## config.mk

```make
export PLATFORM = sky130hd
export DESIGN_NAME = prd_ctrl
export DESIGN_NICKNAME = d
export VERILOG_FILES = /design/src/rtl/prd_ctrl_pkg.sv /design/src/rtl/prd_fifo.sv /design/src/rtl/prd_ctrl.sv
export SDC_FILE = /design/constraint.sdc
export NUM_CORES = 1
export LEC_CHECK = 0
export CORE_MARGIN = 10
export CORE_UTILIZATION = 50
export DETAILED_ROUTE_END_ITERATION = 16
export PLACE_DENSITY = 0.74
export SYNTH_ARGS = -nofsm -noshare
export SYNTH_HDL_FRONTEND = slang
export SYNTH_SLANG_ARGS = --single-unit
```

## constraint.sdc

```tcl
create_clock -name clk -period 10.1 [get_ports clk]
set_input_delay 2.02 -clock clk [delete_from_list [all_inputs] [get_ports clk]]
set_output_delay 2.02 -clock clk [all_outputs]
set_load 0.01 [all_outputs]
```

## src/rtl/prd_ctrl_pkg.sv

```systemverilog
// rtl/prd_ctrl_pkg.sv - shared types and constants for the prediction recovery controller
package prd_ctrl_pkg;

    typedef logic [31:0] InstAddrBus;
    typedef logic [4:0]  RegAddrBus;

    localparam logic       JumpEnable  = 1'b1;
    localparam logic       JumpDisable = 1'b0;
    localparam InstAddrBus ZeroWord    = 32'h0000_0000;

    typedef enum logic {
        PRD_ST_RUN   = 1'b0,
        PRD_ST_FLUSH = 1'b1
    } prd_state_e;

    // One in-flight prediction: 32 + 1 + 32 = 65 bits
    typedef struct packed {
        InstAddrBus pc;
        logic       prd_taken;
        InstAddrBus prd_target;
    } prd_entry_t;

    localparam int PRD_ENTRY_W = $bits(prd_entry_t);

    // A target mismatch only matters when both sides agree the branch was taken
    function automatic logic is_mispredict(input prd_entry_t e, input logic taken,
                                           input InstAddrBus target);
        return (e.prd_taken != taken) ||
               ((e.prd_taken == JumpEnable) && (taken == JumpEnable) && (e.prd_target != target));
    endfunction

endpackage

```

## src/rtl/prd_fifo.sv

```systemverilog
// rtl/prd_fifo.sv - small synchronous FIFO holding in-flight predictions
module prd_fifo #(
    parameter int DEPTH = 4,
    parameter int W     = 65
) (
    input  logic         clk,
    input  logic         rst,
    input  logic         push,
    input  logic         pop,
    input  logic         clear,
    input  logic [W-1:0] wdata,
    output logic [W-1:0] rdata,
    output logic         full,
    output logic         empty
);
    localparam int AW = $clog2(DEPTH);
    localparam logic [AW:0] FULL_CNT = (AW+1)'(DEPTH);

    logic [W-1:0]  mem [DEPTH];
    logic [AW-1:0] rd_ptr;
    logic [AW-1:0] wr_ptr;
    logic [AW:0]   count;
    logic          do_push;
    logic          do_pop;

    assign full    = (count == FULL_CNT);
    assign empty   = (count == '0);
    assign rdata   = mem[rd_ptr];
    // A pop in the same cycle frees the slot, so push+pop while full is accepted
    assign do_push = push & (~full | pop);
    assign do_pop  = pop & ~empty;

    // Entry storage; no reset needed since occupancy gates every read
    always_ff @(posedge clk) begin
        if (!rst && !clear && do_push) begin
            mem[wr_ptr] <= wdata;
        end
    end

    // Pointer and occupancy bookkeeping; clear behaves like a reset
    always_ff @(posedge clk) begin
        if (rst || clear) begin
            rd_ptr <= '0;
            wr_ptr <= '0;
            count  <= '0;
        end else begin
            if (do_push) wr_ptr <= wr_ptr + AW'(1);
            if (do_pop)  rd_ptr <= rd_ptr + AW'(1);
            if (do_push && !do_pop)      count <= count + (AW+1)'(1);
            else if (!do_push && do_pop) count <= count - (AW+1)'(1);
        end
    end

endmodule

```

## src/rtl/prd_ctrl.sv

```systemverilog
// rtl/prd_ctrl.sv - branch prediction tracking, mispredict flush/redirect and statistics
module prd_ctrl
    import prd_ctrl_pkg::*;
#(
    parameter int DEPTH     = 4,
    parameter int FLUSH_CYC = 2,
    parameter int CNT_W     = 32
) (
    input  logic             clk,
    input  logic             rst,
    input  logic             id_push_i,
    input  logic [31:0]      id_instaddr_i,
    input  logic             id_prd_jump_en_i,
    input  logic [31:0]      id_prd_target_i,
    input  logic             id_jalr_i,
    input  logic             id_rs1_read_i,
    input  logic [4:0]       id_rs1_addr_i,
    input  logic             ex_is_load_i,
    input  logic             ex_wen_i,
    input  logic [4:0]       ex_wr_addr_i,
    input  logic             ex_resolve_i,
    input  logic             ex_taken_i,
    input  logic [31:0]      ex_target_i,
    output logic             hold_id_o,
    output logic             flush_o,
    output logic             redirect_en_o,
    output logic [31:0]      redirect_addr_o,
    output logic [CNT_W-1:0] br_cnt_o,
    output logic [CNT_W-1:0] mis_cnt_o,
    output logic             err_o
);
    localparam int FW = (FLUSH_CYC > 1) ? $clog2(FLUSH_CYC) : 1;

    prd_state_e state;
    logic [FW-1:0] flush_cnt;
    prd_entry_t head;
    prd_entry_t new_entry;
    logic fifo_full;
    logic fifo_empty;
    logic in_run;
    logic valid_resolve;
    logic mispredict;
    logic fifo_push;
    logic ldhaz;
    InstAddrBus corr_addr;

    assign in_run        = (state == PRD_ST_RUN);
    assign valid_resolve = in_run & ex_resolve_i & ~fifo_empty;
    assign mispredict    = valid_resolve & is_mispredict(head, ex_taken_i, ex_target_i);
    // Anything pushed alongside a mispredict is younger and gets flushed anyway
    assign fifo_push     = in_run & id_push_i & ~mispredict;
    assign corr_addr     = ex_taken_i ? ex_target_i : (head.pc + 32'd4);

    assign new_entry.pc         = id_instaddr_i;
    assign new_entry.prd_taken  = id_prd_jump_en_i;
    assign new_entry.prd_target = id_prd_target_i;

    // The predictor forwards rs1 from EX, which is useless while EX holds a load
    assign ldhaz = id_jalr_i & id_rs1_read_i & ex_is_load_i & ex_wen_i &
                   (ex_wr_addr_i == id_rs1_addr_i) & (id_rs1_addr_i != RegAddrBus'(0));

    assign hold_id_o = (fifo_full & ~ex_resolve_i) | ldhaz | (state == PRD_ST_FLUSH);

    prd_fifo #(
        .DEPTH (DEPTH),
        .W     (PRD_ENTRY_W)
    ) u_fifo (
        .clk   (clk),
        .rst   (rst),
        .push  (fifo_push),
        .pop   (valid_resolve),
        .clear (mispredict),
        .wdata (new_entry),
        .rdata (head),
        .full  (fifo_full),
        .empty (fifo_empty)
    );

    // Recovery sequencer: one redirect pulse, then FLUSH_CYC cycles of flush
    always_ff @(posedge clk) begin
        if (rst) begin
            state           <= PRD_ST_RUN;
            flush_cnt       <= '0;
            flush_o         <= 1'b0;
            redirect_en_o   <= 1'b0;
            redirect_addr_o <= ZeroWord;
        end else begin
            redirect_en_o <= 1'b0;
            case (state)
                PRD_ST_RUN: begin
                    if (mispredict) begin
                        state           <= PRD_ST_FLUSH;
                        flush_cnt       <= FW'(FLUSH_CYC - 1);
                        flush_o         <= 1'b1;
                        redirect_en_o   <= 1'b1;
                        redirect_addr_o <= corr_addr;
                    end
                end
                PRD_ST_FLUSH: begin
                    if (flush_cnt == '0) begin
                        state   <= PRD_ST_RUN;
                        flush_o <= 1'b0;
                    end else begin
                        flush_cnt <= flush_cnt - FW'(1);
                    end
                end
                default: state <= PRD_ST_RUN;
            endcase
        end
    end

    // Statistics and sticky error for resolves that have nothing to match
    always_ff @(posedge clk) begin
        if (rst) begin
            br_cnt_o  <= '0;
            mis_cnt_o <= '0;
            err_o     <= 1'b0;
        end else begin
            if (valid_resolve)                        br_cnt_o  <= br_cnt_o + CNT_W'(1);
            if (mispredict)                           mis_cnt_o <= mis_cnt_o + CNT_W'(1);
            if (in_run && ex_resolve_i && fifo_empty) err_o     <= 1'b1;
        end
    end

endmodule

```

Word level (Yosys, flattened, before mapping)
Memory sizes are Yosys's and may differ from the RTL's. A register that Yosys moved wholly into a read port is not among the register bits.
Index checks and enable logic that the tools add are counted.
{ "word_totals": {"ram_bits": 260, "elab_cells": 82, "input_bits": 116, "out_inout_bits": 100, "reg_bits": 108, "n_memories": 1} }
{ "op_classes": {"eq_ne": 6, "reduce_logical": 20, "addsub": 8, "n_mux": 15, "n_bitwise": 21} }
{ "memory_table": {"columns": ["name", "words", "word_bits", "rd", "rd_ports_with_merged_regs", "wr", "line_no", "source"], "rows": [
  ["u_fifo.mem", 4, 65, 1, 1, 1, "prd_fifo.sv:19", "logic [W-1:0] mem [DEPTH];"]
]} }
{ "op_table": {"columns": ["cell", "count"], "rows": [
  ["32-bit by 1-bit adder with 32-bit output (second input constant)", 2],
  ["32-bit by 3-bit adder with 32-bit output (second input constant)", 1],
  ["32-bit 2-to-1 mux", 1],
  ["32-bit != test", 1],
  ["1-bit bitwise AND", 13],
  ["1-bit logical AND", 8],
  ["1-bit 2-to-1 mux", 7],
  ["3-bit 2-to-1 mux", 2],
  ["1-bit one-hot mux with 2 select lines", 3],
  ["5-bit equality test", 1],
  ["1-bit NOT", 5],
  ["5-bit nonzero test", 1],
  ["2-bit by 1-bit adder with 2-bit output (second input constant)", 2],
  ["1-bit zero test", 4],
  ["2-bit 2-to-1 mux", 2],
  ["2-bit AND reduction", 2],
  ["3-bit by 1-bit adder with 3-bit output (second input constant)", 1],
  ["3-bit equality test (second input constant)", 1],
  ["3-bit zero test", 1],
  ["1-bit bitwise OR", 3],
  ["3-bit by 1-bit subtractor with 3-bit output (second input constant)", 1],
  ["1-bit logical OR", 2],
  ["2-bit by 1-bit != test with 1-bit output (second input constant)", 1],
  ["2-bit != test (second input constant)", 1],
  ["other kinds (4)", 4]
]} }

Depth between registers and ports, before layout
Gate-level depths: netlist (run 1).
{ "depth": {"ltp_word": 11, "depth_mapped": 21, "mapped_depth_nobuf": 15} }

Cells and area by module
A second synthesis (run 1) with hierarchy kept.
{ "hier_totals": {"hier_cells": 1128, "hier_area_um2": 15813.9} }
{ "modules_own_cells": {"columns": ["module", "area_each_um2", "cells_per_inst", "seq_area_each_um2", "instances"], "rows": [
  ["prd_fifo", 9828.2, 389, 7987.7, 1],
  ["prd_ctrl", 5985.7, 739, 2021.9, 1]
]} }

Worst setup path before layout (run 1)
No wires, ideal clock.
{ "synth_timing": {"kind": "input to register", "startpoint": "input port ex_taken_i", "endpoint": "memory u_fifo.mem[0][0] (enable)", "path_slack_ns": 4.283, "setup_time_ns": 0.430, "path_stages": 9, "n_path_buf": 1, "t_arrival_ns": 5.386, "required_time_ns": 9.670, "path_cell_list": "ha_1 -> or3b_1 -> mux2i_1 -> o2111ai_1 -> nor4_4 -> a21oi_2 -> nor2_2 -> buf_2 -> and3_1"} }
{ "synth_via": {"elab_chain_len": 10, "elab_cells_between_ends": 13, "cone_classes": "1 x eq/ne; 2 x mux; 4 x bitwise; 6 x reduce/logical"} }
{ "synth_lines": {"columns": ["element", "line_no", "source"], "rows": [
  ["from (decl)", "prd_ctrl.sv:22", "input logic ex_taken_i,"],
  ["1-bit logical AND (2 in a row)", "prd_ctrl_pkg.sv:29", "((e.prd_taken == JumpEnable) && (taken == JumpEnable) && (e.prd_target != target));"],
  ["1-bit logical OR *", "prd_ctrl_pkg.sv:28", "return (e.prd_taken != taken) ||"],
  ["1-bit bitwise AND *", "prd_ctrl.sv:49", "assign mispredict = valid_resolve & is_mispredict(head, ex_taken_i, ex_target_i);"],
  ["1-bit NOT", "prd_ctrl.sv:51", "assign fifo_push = in_run & id_push_i & ~mispredict;"],
  ["1-bit bitwise AND", "prd_ctrl.sv:51", null],
  ["1-bit bitwise AND", "prd_fifo.sv:30", "assign do_push = push & (~full | pop);"],
  ["1-bit logical AND *", "prd_fifo.sv:35", "if (!rst && !clear && do_push) begin"],
  ["1-bit 2-to-1 mux *", "prd_fifo.sv:35", null],
  ["1-bit 2-to-1 mux (not written as such) *", "prd_fifo.sv:36", "mem[wr_ptr] <= wdata;"],
  ["to (decl)", "prd_fifo.sv:19", null]
]} }
Mark *: on every way between the ends. The rest lies on a longest branch, timed or not.

Final worst setup path (run 1)
{ "layout_timing": {"startpoint": "input port ex_taken_i", "endpoint": "memory u_fifo.mem[3][11] (enable)"} }
Same word-level chain as after synthesis.

==> impl_metrics.py, run 1 <==
metrics = {
    "drt": {
        "ant_nets": 0,
        "vias": 9823,
        "drc": 0,
        "drt-total-wl_um": 38630,
        "post_drt_via_cell_ratio": 5.694,
        "wl_per_cell_um": 22.39,
        "first_pass_iters": 5,
        "drtIter0Drc": 798,
    },
    "worst_setup_path": {
        "crit_top_cell": "buf_4",
        "cp_max_fo": 65,
        "critPathBufInv": 3,
        "cp.arrival_ns": 6.61,
        "slowest_stage": "and3_2",
        "cp.required_ns": 10.26,
        "worst_path_dominant_cell_family": "simple AND/OR/NAND/NOR gates",
        "cp-end-kind": "flop",
        "path_cells": "buf_2, buf_4, ha_1, or3b_1, mux2i_1, o2111ai_1, nor4_4, a21oi_4, nor2_2, and3_2, buf_4",
        "critical_path_class": "in2reg",
        "start_kind": "primary input",
        "cp_slowest_stage_delay_ns": 0.83,
    },
    "finish": {
        "layout_commonest_cell": "edfxtp_1",
        "fillers": 2251,
        "final_cell_count_no_fill": 1725,
        "final_layout_size_suffix_gt1_frac": 0.1250,
        "area_delta_synth_final_pct": 23.77,
        "final_cell_mix": "edfxtp_1 (260), clkdlybuf4s50_1 (213), dfxtp_1 (108), nor2_1 (100), xnor2_1 (72)",
        "fin_nets": 1424,
    },
    "synth": {
        "netlist_top_cells_area": "edfxtp_1 (50%), dfxtp_1 (14%), mux4_2 (9.2%)",
        "synthFlopType": "edfxtp_1",
        "yosysUniqueCellTypes": 65,
        "synth_nets": 1206,
        "yosys_warnings": 0,
        "syn_area_per_cell_sq_um": 14.43,
        "synth_top_cell_by_area": "edfxtp_1",
        "ys_seq_elements": 370,
        "yosysSeqAreaShare": 0.6422,
        "synth_enable_flop_cells": 260,
        "netlist_area_sq_um": 15590,
        "synth_top_area_share": 0.5009,
        "synthArstFlopShare": 0,
        "syn-instance-count": 1080,
    },
    "global_route": {
        "grt-ovfl-total": 0,
        "antenna_found_initial": 1,
        "grt.busiest_layer": "met2",
        "grt_util_met2": 0.3194,
        "grt_max_degree": 93,
        "grt_use_total": 0.1946,
        "grt_pass1_wl_um": 58770,
        "grt_pass1_vias": 9943,
        "gr-usage-met3": 0.04294,
        "use_met1": 0.2607,
    },
    "floorplan": {
        "start_util": 0.5082,
        "rows": 64,
        "design.die.area_sq_um": 38630,
        "core_sq_um": 30670,
        "die_w_um": 196.6,
        "io_pins": 216,
        "die_y_um": 196.6,
    },
    "clocking": {
        "clock_sinks": 370,
        "clk_path_buf_depth": 3,
        "cts_hold_buf": 0,
        "cts_tree": "built",
        "cts_resized": 0,
        "cts-root-buf": "clkbuf_16",
        "numCtsBuffers": 39,
        "path_clk_slew_ns": 0.06,
        "cts_setup_buffers": 0,
        "htree_levels": 2,
        "clock_latency_ns": 0.53,
    },
    "sta": {
        "period_share": 0.6390,
        "fin_skew_ns": 0.02120,
        "finalSetupViolations": 0,
        "setup_tns_ns": 0,
        "grt_setup_unrepaired": "false",
        "min_period_ns": 6.454,
        "worst_pin_slew_ns": 1.109,
        "drv_slew": 0,
        "slew_headroom": 0.2552,
        "hold_violations": 0,
        "fmax_mhz": 154.9,
    },
    "place": {
        "place_hpwl_um": 26880,
        "gp_congestion": 0.8626,
        "dp.cells": 1653,
        "numPortBuffers": 215,
    },
    "pwr": {
        "p_per_area_nw_per_um2": 211.6,
        "leakagePower_nw": 6.164,
        "peakVddDrop_v": 0.0001433,
    },
    "run_status": {
        "status": "finished clean",
    },
    "run": {
        "cap_viol_max_count": 0,
    },
    "min_path": {
        "hp-class": "reg2reg",
    },
}
[where the power goes]
part	leakage, nW	switching [W]	internal, W	total [W]
registers	3.25	0.0000951	0.00175	0.00185
logic	2.31	0.000435	0.000404	0.000839
clock network	0.607	0.000589	0.000809	0.00140
[Yosys cell counts, types with 23 or more instances]
| library cell | number |
|---|---|
| mux4_2 | 64 |
| nor2_1 | 100 |
| xor2_1 | 31 |
| dfxtp_1 | 110 |
| nand4_1 | 33 |
| inv_1 | 25 |
| a21oi_1 | 27 |
| xnor2_1 | 72 |
| nand2_1 | 56 |
| clkbuf_1 | 26 |
| nand3_1 | 23 |
| edfxtp_1 | 260 |
[per-layer routing]
layer	wire (um)	share of wire
met1	15960	0.41
met2	18800	0.49
met3	3253	0.084
met4	612	0.016
met5	0	0
[cells by family (layout without fill, tap and decap cells)]
| logic type | count (synthesis) | count (layout) | share of synthesized area |
|---|---|---|---|
| adders and majority gates | 10 | 10 | 0.008509 |
| xor gates and xnor gates | 103 | 103 | 0.05788 |
| buffers and inverters | 76 | 324 | 0.02513 |
| DFF | 370 | 370 | 0.6422 |
| and+or+nand+nor | 313 | 313 | 0.1052 |
| muxes | 91 | 91 | 0.1104 |
| AOI/OAI and AO/OA | 117 | 117 | 0.05074 |
| other | 0 | 1 | 0 |
[worst reg2reg max path: cells and delay by family, from the launching register on]
kind / cells / cell delay [ns]
AOI/OAI and AO/OA: 1 / 0.12
xor gates and xnor gates: 1 / 0.18
buffers and inverters: 2 / 1.24
DFF: 1 / 0.84
muxes: 1 / 0.60
and+or+nand+nor: 4 / 2.62
[final cells by class]
type / instances / area [sq um] / share of cell area
Sequential cell: 370 / 10010 / 0.5191
Multi-Input combinational cell: 634 / 5201 / 0.2696
Timing Repair Buffer: 226 / 2225 / 0.1153
Clock buffer: 47 / 1026 / 0.05318
Tap cell: 396 / 495.5 / 0.02568
Clock inverter: 24 / 225.2 / 0.01167
Inverter: 27 / 101.3 / 0.005254
Antenna cell: 1 / 2.502 / 0.0001297
[registers in the layout (all words and copies together), names as in the netlist, 2 cells and up, named ones only]
name and count:
u_fifo.count 3, redirect_addr_o 32, br_cnt_o 32, u_fifo.mem 260, u_fifo.wr_ptr 2, mis_cnt_o 32, u_fifo.rd_ptr 2
[metrics by stage]
stage / total power [W] / setup slack (ns) / utilization / hold WS (ns) / cell area, sq um
final: 0.004083 / 3.646 / 0.6290 / 0.4744 / 19290
after global routing: 0.004249 / 3.247 / 0.6289 / 0.5039 / 19290
after CTS: 0.004119 / 3.613 / 0.6289 / 0.4781 / 19290
after detailed placement: 0.002722 / 3.099 / 0.5881 / 0.4639 / 18040
after global placement: 0.002710 / 3.141 / 0.5881 / 0.4547 / 18040
after floorplan: 0.002434 / 4.283 / - / 0.4726 / 15590
[worst paths after layout]
check / startpoint / endpoint / slack [ns] / cells after the start
min: err_o$_SDFFE_PP0P_ / err_o$_SDFFE_PP0P_ / 0.47 / 2
max reg2reg: flop / u_fifo.mem[3][11]$_DFFE_PP_ / 4.11 / 9
max: ex_taken_i / u_fifo.mem[3][11]$_DFFE_PP_ / 3.65 / 11
min reg2reg: err_o$_SDFFE_PP0P_ / err_o$_SDFFE_PP0P_ / 0.47 / 2
Note: power is estimated with default switching activity, not from simulation.
==> run 2, diff against run 1 <==
==> constraint.sdc (replaced) <==
create_clock -name clk -period 6 [get_ports clk]
set_input_delay 1.2 -clock clk [delete_from_list [all_inputs] [get_ports clk]]
set_output_delay 1.2 -clock clk [all_outputs]
set_load 0.01 [all_outputs]
==> run 2 against run 1 <==
Clock skew up 0.0046 ns. Worst hold slack got worse by 0.0038 ns. Critical path depth unchanged. Sequential share of layout area shrank 0.71 points. First-iteration DRC count grew 7.0%. Largest cell class unchanged. Largest power group unchanged.
==> impl_metrics.py, run 2 (synthesized netlist as in run 1, its figures left out) <==
metrics = {
    "worst_setup_path": {
        "cp.required_ns": 6.22,
        "r2r_end": "u_fifo.mem[1][20]$_DFFE_PP_",
        "cp.arrival_ns": 4.94,
        "cp-end-kind": "flop",
        "cp_max_fo": 26,
        "rrSetupSlack_ns": 1.28,
        "start_kind": "flop",
        "critical_path_class": "reg2reg",
        "reg2regPathDepth": 11,
    },
    "run_status": {
        "status": "finished clean",
    },
    "finish": {
        "final_layout_size_suffix_gt1_frac": 0.1351,
        "layout_commonest_cell": "edfxtp_1",
        "largest_register": "u_fifo.mem",
        "fin_nets": 1435,
        "largest_reg_flops": 260,
        "finish.instance_area_sq_um": 19560,
        "area_delta_synth_final_pct": 25.48,
        "final_cell_mix": "edfxtp_1 (260), clkdlybuf4s50_1 (213), dfxtp_1 (108), nor2_1 (100), xnor2_1 (72)",
    },
    "sta": {
        "worst_pin_slew_ns": 0.9832,
        "hold_violations": 0,
        "fin_skew_ns": 0.02579,
        "drv_slew": 0,
        "fmax_mhz": 211.9,
        "slew_headroom": 0.3445,
        "min_period_ns": 4.720,
        "period_share": 0.7867,
        "grt_setup_unrepaired": "false",
        "setup_tns_ns": 0,
        "finalSetupViolations": 0,
    },
    "clocking": {
        "cts_resized": 0,
        "htree_levels": 2,
        "numCtsBuffers": 39,
        "clk_path_buf_depth": 3,
        "cts_tree": "built",
        "clock_latency_ns": 0.55,
        "clock_sinks": 370,
        "cts-root-buf": "clkbuf_16",
        "cts_hold_buf": 0,
        "path_clk_slew_ns": 0.06,
        "cts_setup_buffers": 0,
    },
    "min_path": {
        "hp-class": "reg2reg",
        "holdPathStages": 1,
        "hold_start": "redirect_addr_o[31]$_SDFFE_PP0P_",
        "hold_end": "redirect_addr_o[31]$_SDFFE_PP0P_",
    },
    "drt": {
        "wl_per_cell_um": 23.14,
        "ant_nets": 0,
        "drtIter0Drc": 854,
        "vias": 10090,
        "drc": 0,
        "drt-total-wl_um": 40210,
        "post_drt_via_cell_ratio": 5.803,
        "first_pass_iters": 5,
    },
    "floorplan": {
        "design.die.area_sq_um": 38630,
        "core_sq_um": 30670,
        "start_util": 0.5082,
        "die_w_um": 196.6,
        "rows": 64,
        "die_y_um": 196.6,
        "io_pins": 216,
    },
    "global_route": {
        "grt_pass1_wl_um": 60750,
        "grt-ovfl-total": 0,
        "grt_use_total": 0.2029,
        "grt_max_degree": 93,
        "antenna_found_initial": 4,
        "grt_pass1_vias": 10120,
    },
    "place": {
        "place_hpwl_um": 28160,
        "numPortBuffers": 215,
        "gp_congestion": 0.8514,
        "place_area_sq_um": 18170,
    },
    "pwr": {
        "peakVddDrop_v": 0.0002634,
        "p_per_area_nw_per_um2": 363.6,
        "leakagePower_nw": 6.295,
    },
    "run": {
        "cap_viol_max_count": 0,
    },
}
run 2: changes by cell type in the layout (fill, tap and decap cells not counted), sizes merged:
cell / change
buf: +11
bufinv: +4
clkbuf: -4
clkinv: +3
clkinvlp: -1
diode: +1
inv: -1
run 2: routing by layer:
| metal | share of wire | vias to the layer above | wire length, um | track usage |
|---|---|---|---|---|
| li1 | - | 4562 | - | - |
| met2 | 0.48 | 456 | 19270 | 0.3277 |
| met1 | 0.40 | 5002 | 16060 | 0.2619 |
| met5 | 0.00062 | - | 25 | 0 |
| met3 | 0.097 | 62 | 3904 | 0.05669 |
| met4 | 0.024 | 4 | 953 | 0.06137 |
run 2: worst max path at each step:
stage	cells after the start	to
floorplan	15	u_fifo.mem[0][0]$_DFFE_PP_
global placement	10	u_fifo.mem[1][23]$_DFFE_PP_
detailed placement	10	u_fifo.mem[1][5]$_DFFE_PP_
CTS	11	u_fifo.mem[1][29]$_DFFE_PP_
global route	16	u_fifo.count[2]$_SDFFE_PP0P_
finish	11	u_fifo.mem[1][20]$_DFFE_PP_
run 2: layout make-up:
class,count,area [sq um]
inverter,27,101.3
tap,396,495.5
clock inverter,29,371.6
antenna,2,5.005
timing repair buffer,237,2357
sequential,370,10010
clock buffer,43,1011
fill,2259,11110
multi-input combinational,634,5201
run 2: worst max-delay path, stage by stage, from the launching register on:
cell and delay, ns:
dfxtp_4 0.49, buf_4 0.51, mux4_2 0.59, xnor2_1 0.14
nand4_1 0.34, nor4_4 0.54, buf_4 0.31, a21oi_4 0.08
nor2_2 0.09, buf_4 0.22, and3_2 0.69, buf_4 0.37
run 2: metrics by stage:
stage	setup slack, ns	utilization	instances	hold slack (ns)	total power [W]
floorplan	0.5865	-	1080	0.4726	0.004098
global placement	1.312	0.5924	1664	0.4494	0.004589
detailed placement	1.194	0.5924	1664	0.4590	0.004616
CTS	1.245	0.6375	1736	0.4738	0.007164
global route	0.9645	0.6376	1737	0.4889	0.007383
finish	1.280	0.6377	1738	0.4706	0.007112
run 2: power by group:
part	leakage, nW	switching (W)	total (W)	internal (W)
registers	3.25	0.000121	0.00307	0.00295
clock network	0.669	0.00101	0.00255	0.00154
logic	2.38	0.000798	0.00150	0.000701
==> run 3, diff against run 2 <==
==> constraint.sdc (replaced) <==
create_clock -name clk -period 4.41 [get_ports clk]
set_input_delay 0.882 -clock clk [delete_from_list [all_inputs] [get_ports clk]]
set_output_delay 0.882 -clock clk [all_outputs]
set_load 0.01 [all_outputs]
==> run 3 against run 2 <==
Power rose by 33%. Sequential share of layout area up 0.24 points. First-iteration DRC count is 2.8% higher. Setup slack worse by 0.99 ns. Utilization shrank 0.30 points. Wire length fell by 1.2%. Critical path depth fell by 2. Clock-buffer cell count rose by 6. Combinational power increased by 39%. Sequential cell count stayed put. Non-clock buffer count up 1. Fmax increased by 15%. Critical path type unchanged. Largest cell class unchanged. Highest routed layer unchanged.
==> impl_metrics.py, run 3 (synthesized netlist as in run 1, its figures left out) <==
metrics = {
    "drt": {
        "vias": 9986,
        "first_pass_iters": 5,
        "wl_per_cell_um": 22.90,
        "ant_nets": 0,
        "drtIter0Drc": 878,
        "post_drt_via_cell_ratio": 5.752,
        "drt-total-wl_um": 39750,
        "drc": 0,
    },
    "place": {
        "numPortBuffers": 215,
        "gp_congestion": 0.8292,
        "post-place-ws_ns": 0.3758,
        "place_area_sq_um": 18200,
        "place_hpwl_um": 28210,
    },
    "worst_setup_path": {
        "cp.arrival_ns": 4.29,
        "cp.required_ns": 4.58,
        "reg2regPathDepth": 9,
        "cp-end-kind": "flop",
        "start_kind": "flop",
        "cp_max_fo": 37,
        "critical_path_class": "reg2reg",
    },
    "finish": {
        "fillers": 2258,
        "fin_nets": 1436,
        "largest_register": "u_fifo.mem",
        "layout_commonest_cell": "edfxtp_1",
        "ff_latch_area_sq_um": 10010,
        "final_layout_size_suffix_gt1_frac": 0.1322,
        "area_delta_synth_final_pct": 24.89,
        "finish.instance_area_sq_um": 19470,
        "final_cell_mix": "edfxtp_1 (260), clkdlybuf4s50_1 (213), dfxtp_1 (108), nor2_1 (100), xnor2_1 (72)",
        "largest_reg_flops": 260,
        "multiInputGateArea_sq_um": 5201,
    },
    "sta": {
        "finalSetupViolations": 0,
        "whs_ns": 0.4669,
        "fin_skew_ns": 0.01296,
        "setup_ws_ns": 0.2881,
        "hold_violations": 0,
        "setup_tns_ns": 0,
        "grt_setup_unrepaired": "false",
        "min_period_ns": 4.122,
        "drv_slew": 0,
        "period_share": 0.9347,
        "worst_pin_slew_ns": 0.8308,
        "fmax_mhz": 242.6,
        "slew_headroom": 0.4461,
    },
    "global_route": {
        "grt-ovfl-total": 0,
        "grt_use_total": 0.2023,
        "grt_max_degree": 69,
        "antenna_found_initial": 3,
        "grt_pass1_wl_um": 60450,
        "gr-usage-met3": 0.06076,
        "grt_util_met2": 0.3235,
        "grt_pass1_vias": 10080,
        "use_met1": 0.2616,
        "grt.busiest_layer": "met2",
    },
    "floorplan": {
        "rows": 64,
        "core_sq_um": 30670,
        "design.die.area_sq_um": 38630,
        "io_pins": 216,
        "die_w_um": 196.6,
        "die_y_um": 196.6,
        "start_util": 0.5082,
    },
    "clocking": {
        "clk_path_buf_depth": 3,
        "cts_setup_buffers": 0,
        "htree_levels": 2,
        "clock_sinks": 370,
        "cts_tree": "built",
        "cts_hold_buf": 0,
        "clock_latency_ns": 0.53,
        "path_clk_slew_ns": 0.06,
        "cts_resized": 0,
        "cts-root-buf": "clkbuf_16",
        "numCtsBuffers": 39,
    },
    "min_path": {
        "holdPathStages": 1,
        "hp-class": "reg2reg",
    },
    "pwr": {
        "peakVddDrop_v": 0.0002639,
        "p_per_area_nw_per_um2": 484.6,
        "power.total_w": 0.009434,
        "leakagePower_nw": 6.265,
    },
    "run_status": {
        "status": "finished clean",
    },
    "run": {
        "cap_viol_max_count": 0,
    },
}
run 3: path summary, 6_finish.rpt:
check	start	slack, ns	endpoint
max reg2reg	flop	0.29	u_fifo.mem[2][37]$_DFFE_PP_
max	flop	0.29	u_fifo.mem[2][37]$_DFFE_PP_
min reg2reg	redirect_addr_o[27]$_SDFFE_PP0P_	0.47	redirect_addr_o[27]$_SDFFE_PP0P_
min	redirect_addr_o[27]$_SDFFE_PP0P_	0.47	redirect_addr_o[27]$_SDFFE_PP0P_
run 3: critical path: stages (launching register included):
cell and delay (ns):
dfxtp_4 0.41, buf_12 0.29, mux4_2 0.55, xnor2_1 0.44, nand4_1 0.25, nor4_4 0.55, a21oi_4 0.13, nor2_2 0.37
and3_2 0.29, buf_4 0.40
run 3: layout make-up:
type,instances,area share
multi-input combinational,634,0.2672
tap,396,0.02545
clock inverter,21,0.01009
antenna,1,0.0001286
timing repair buffer,238,0.1228
inverter,27,0.005206
sequential,370,0.5145
clock buffer,49,0.05470
run 3: per-stage QoR:
stage / util / cells
after detailed placement: 0.5935 / 1665
after floorplan: - / 1080
final: 0.6347 / 1736
after global placement: 0.5935 / 1665
after CTS: 0.6346 / 1735
after global routing: 0.6347 / 1736
run 3: where the power goes:
group | internal [W] | switching, W
clock | 0.00189 | 0.00131
combinational | 0.000969 | 0.00112
sequential | 0.00401 | 0.000143
total | 0.00687 | 0.00256
run 3: routing by layer:
metal | share of wire | vias to the layer above
met2 | 0.48 | 435
met3 | 0.098 | 64
li1 | - | 4563
met4 | 0.025 | 4
met1 | 0.40 | 4920
met5 | 0.00048 | -
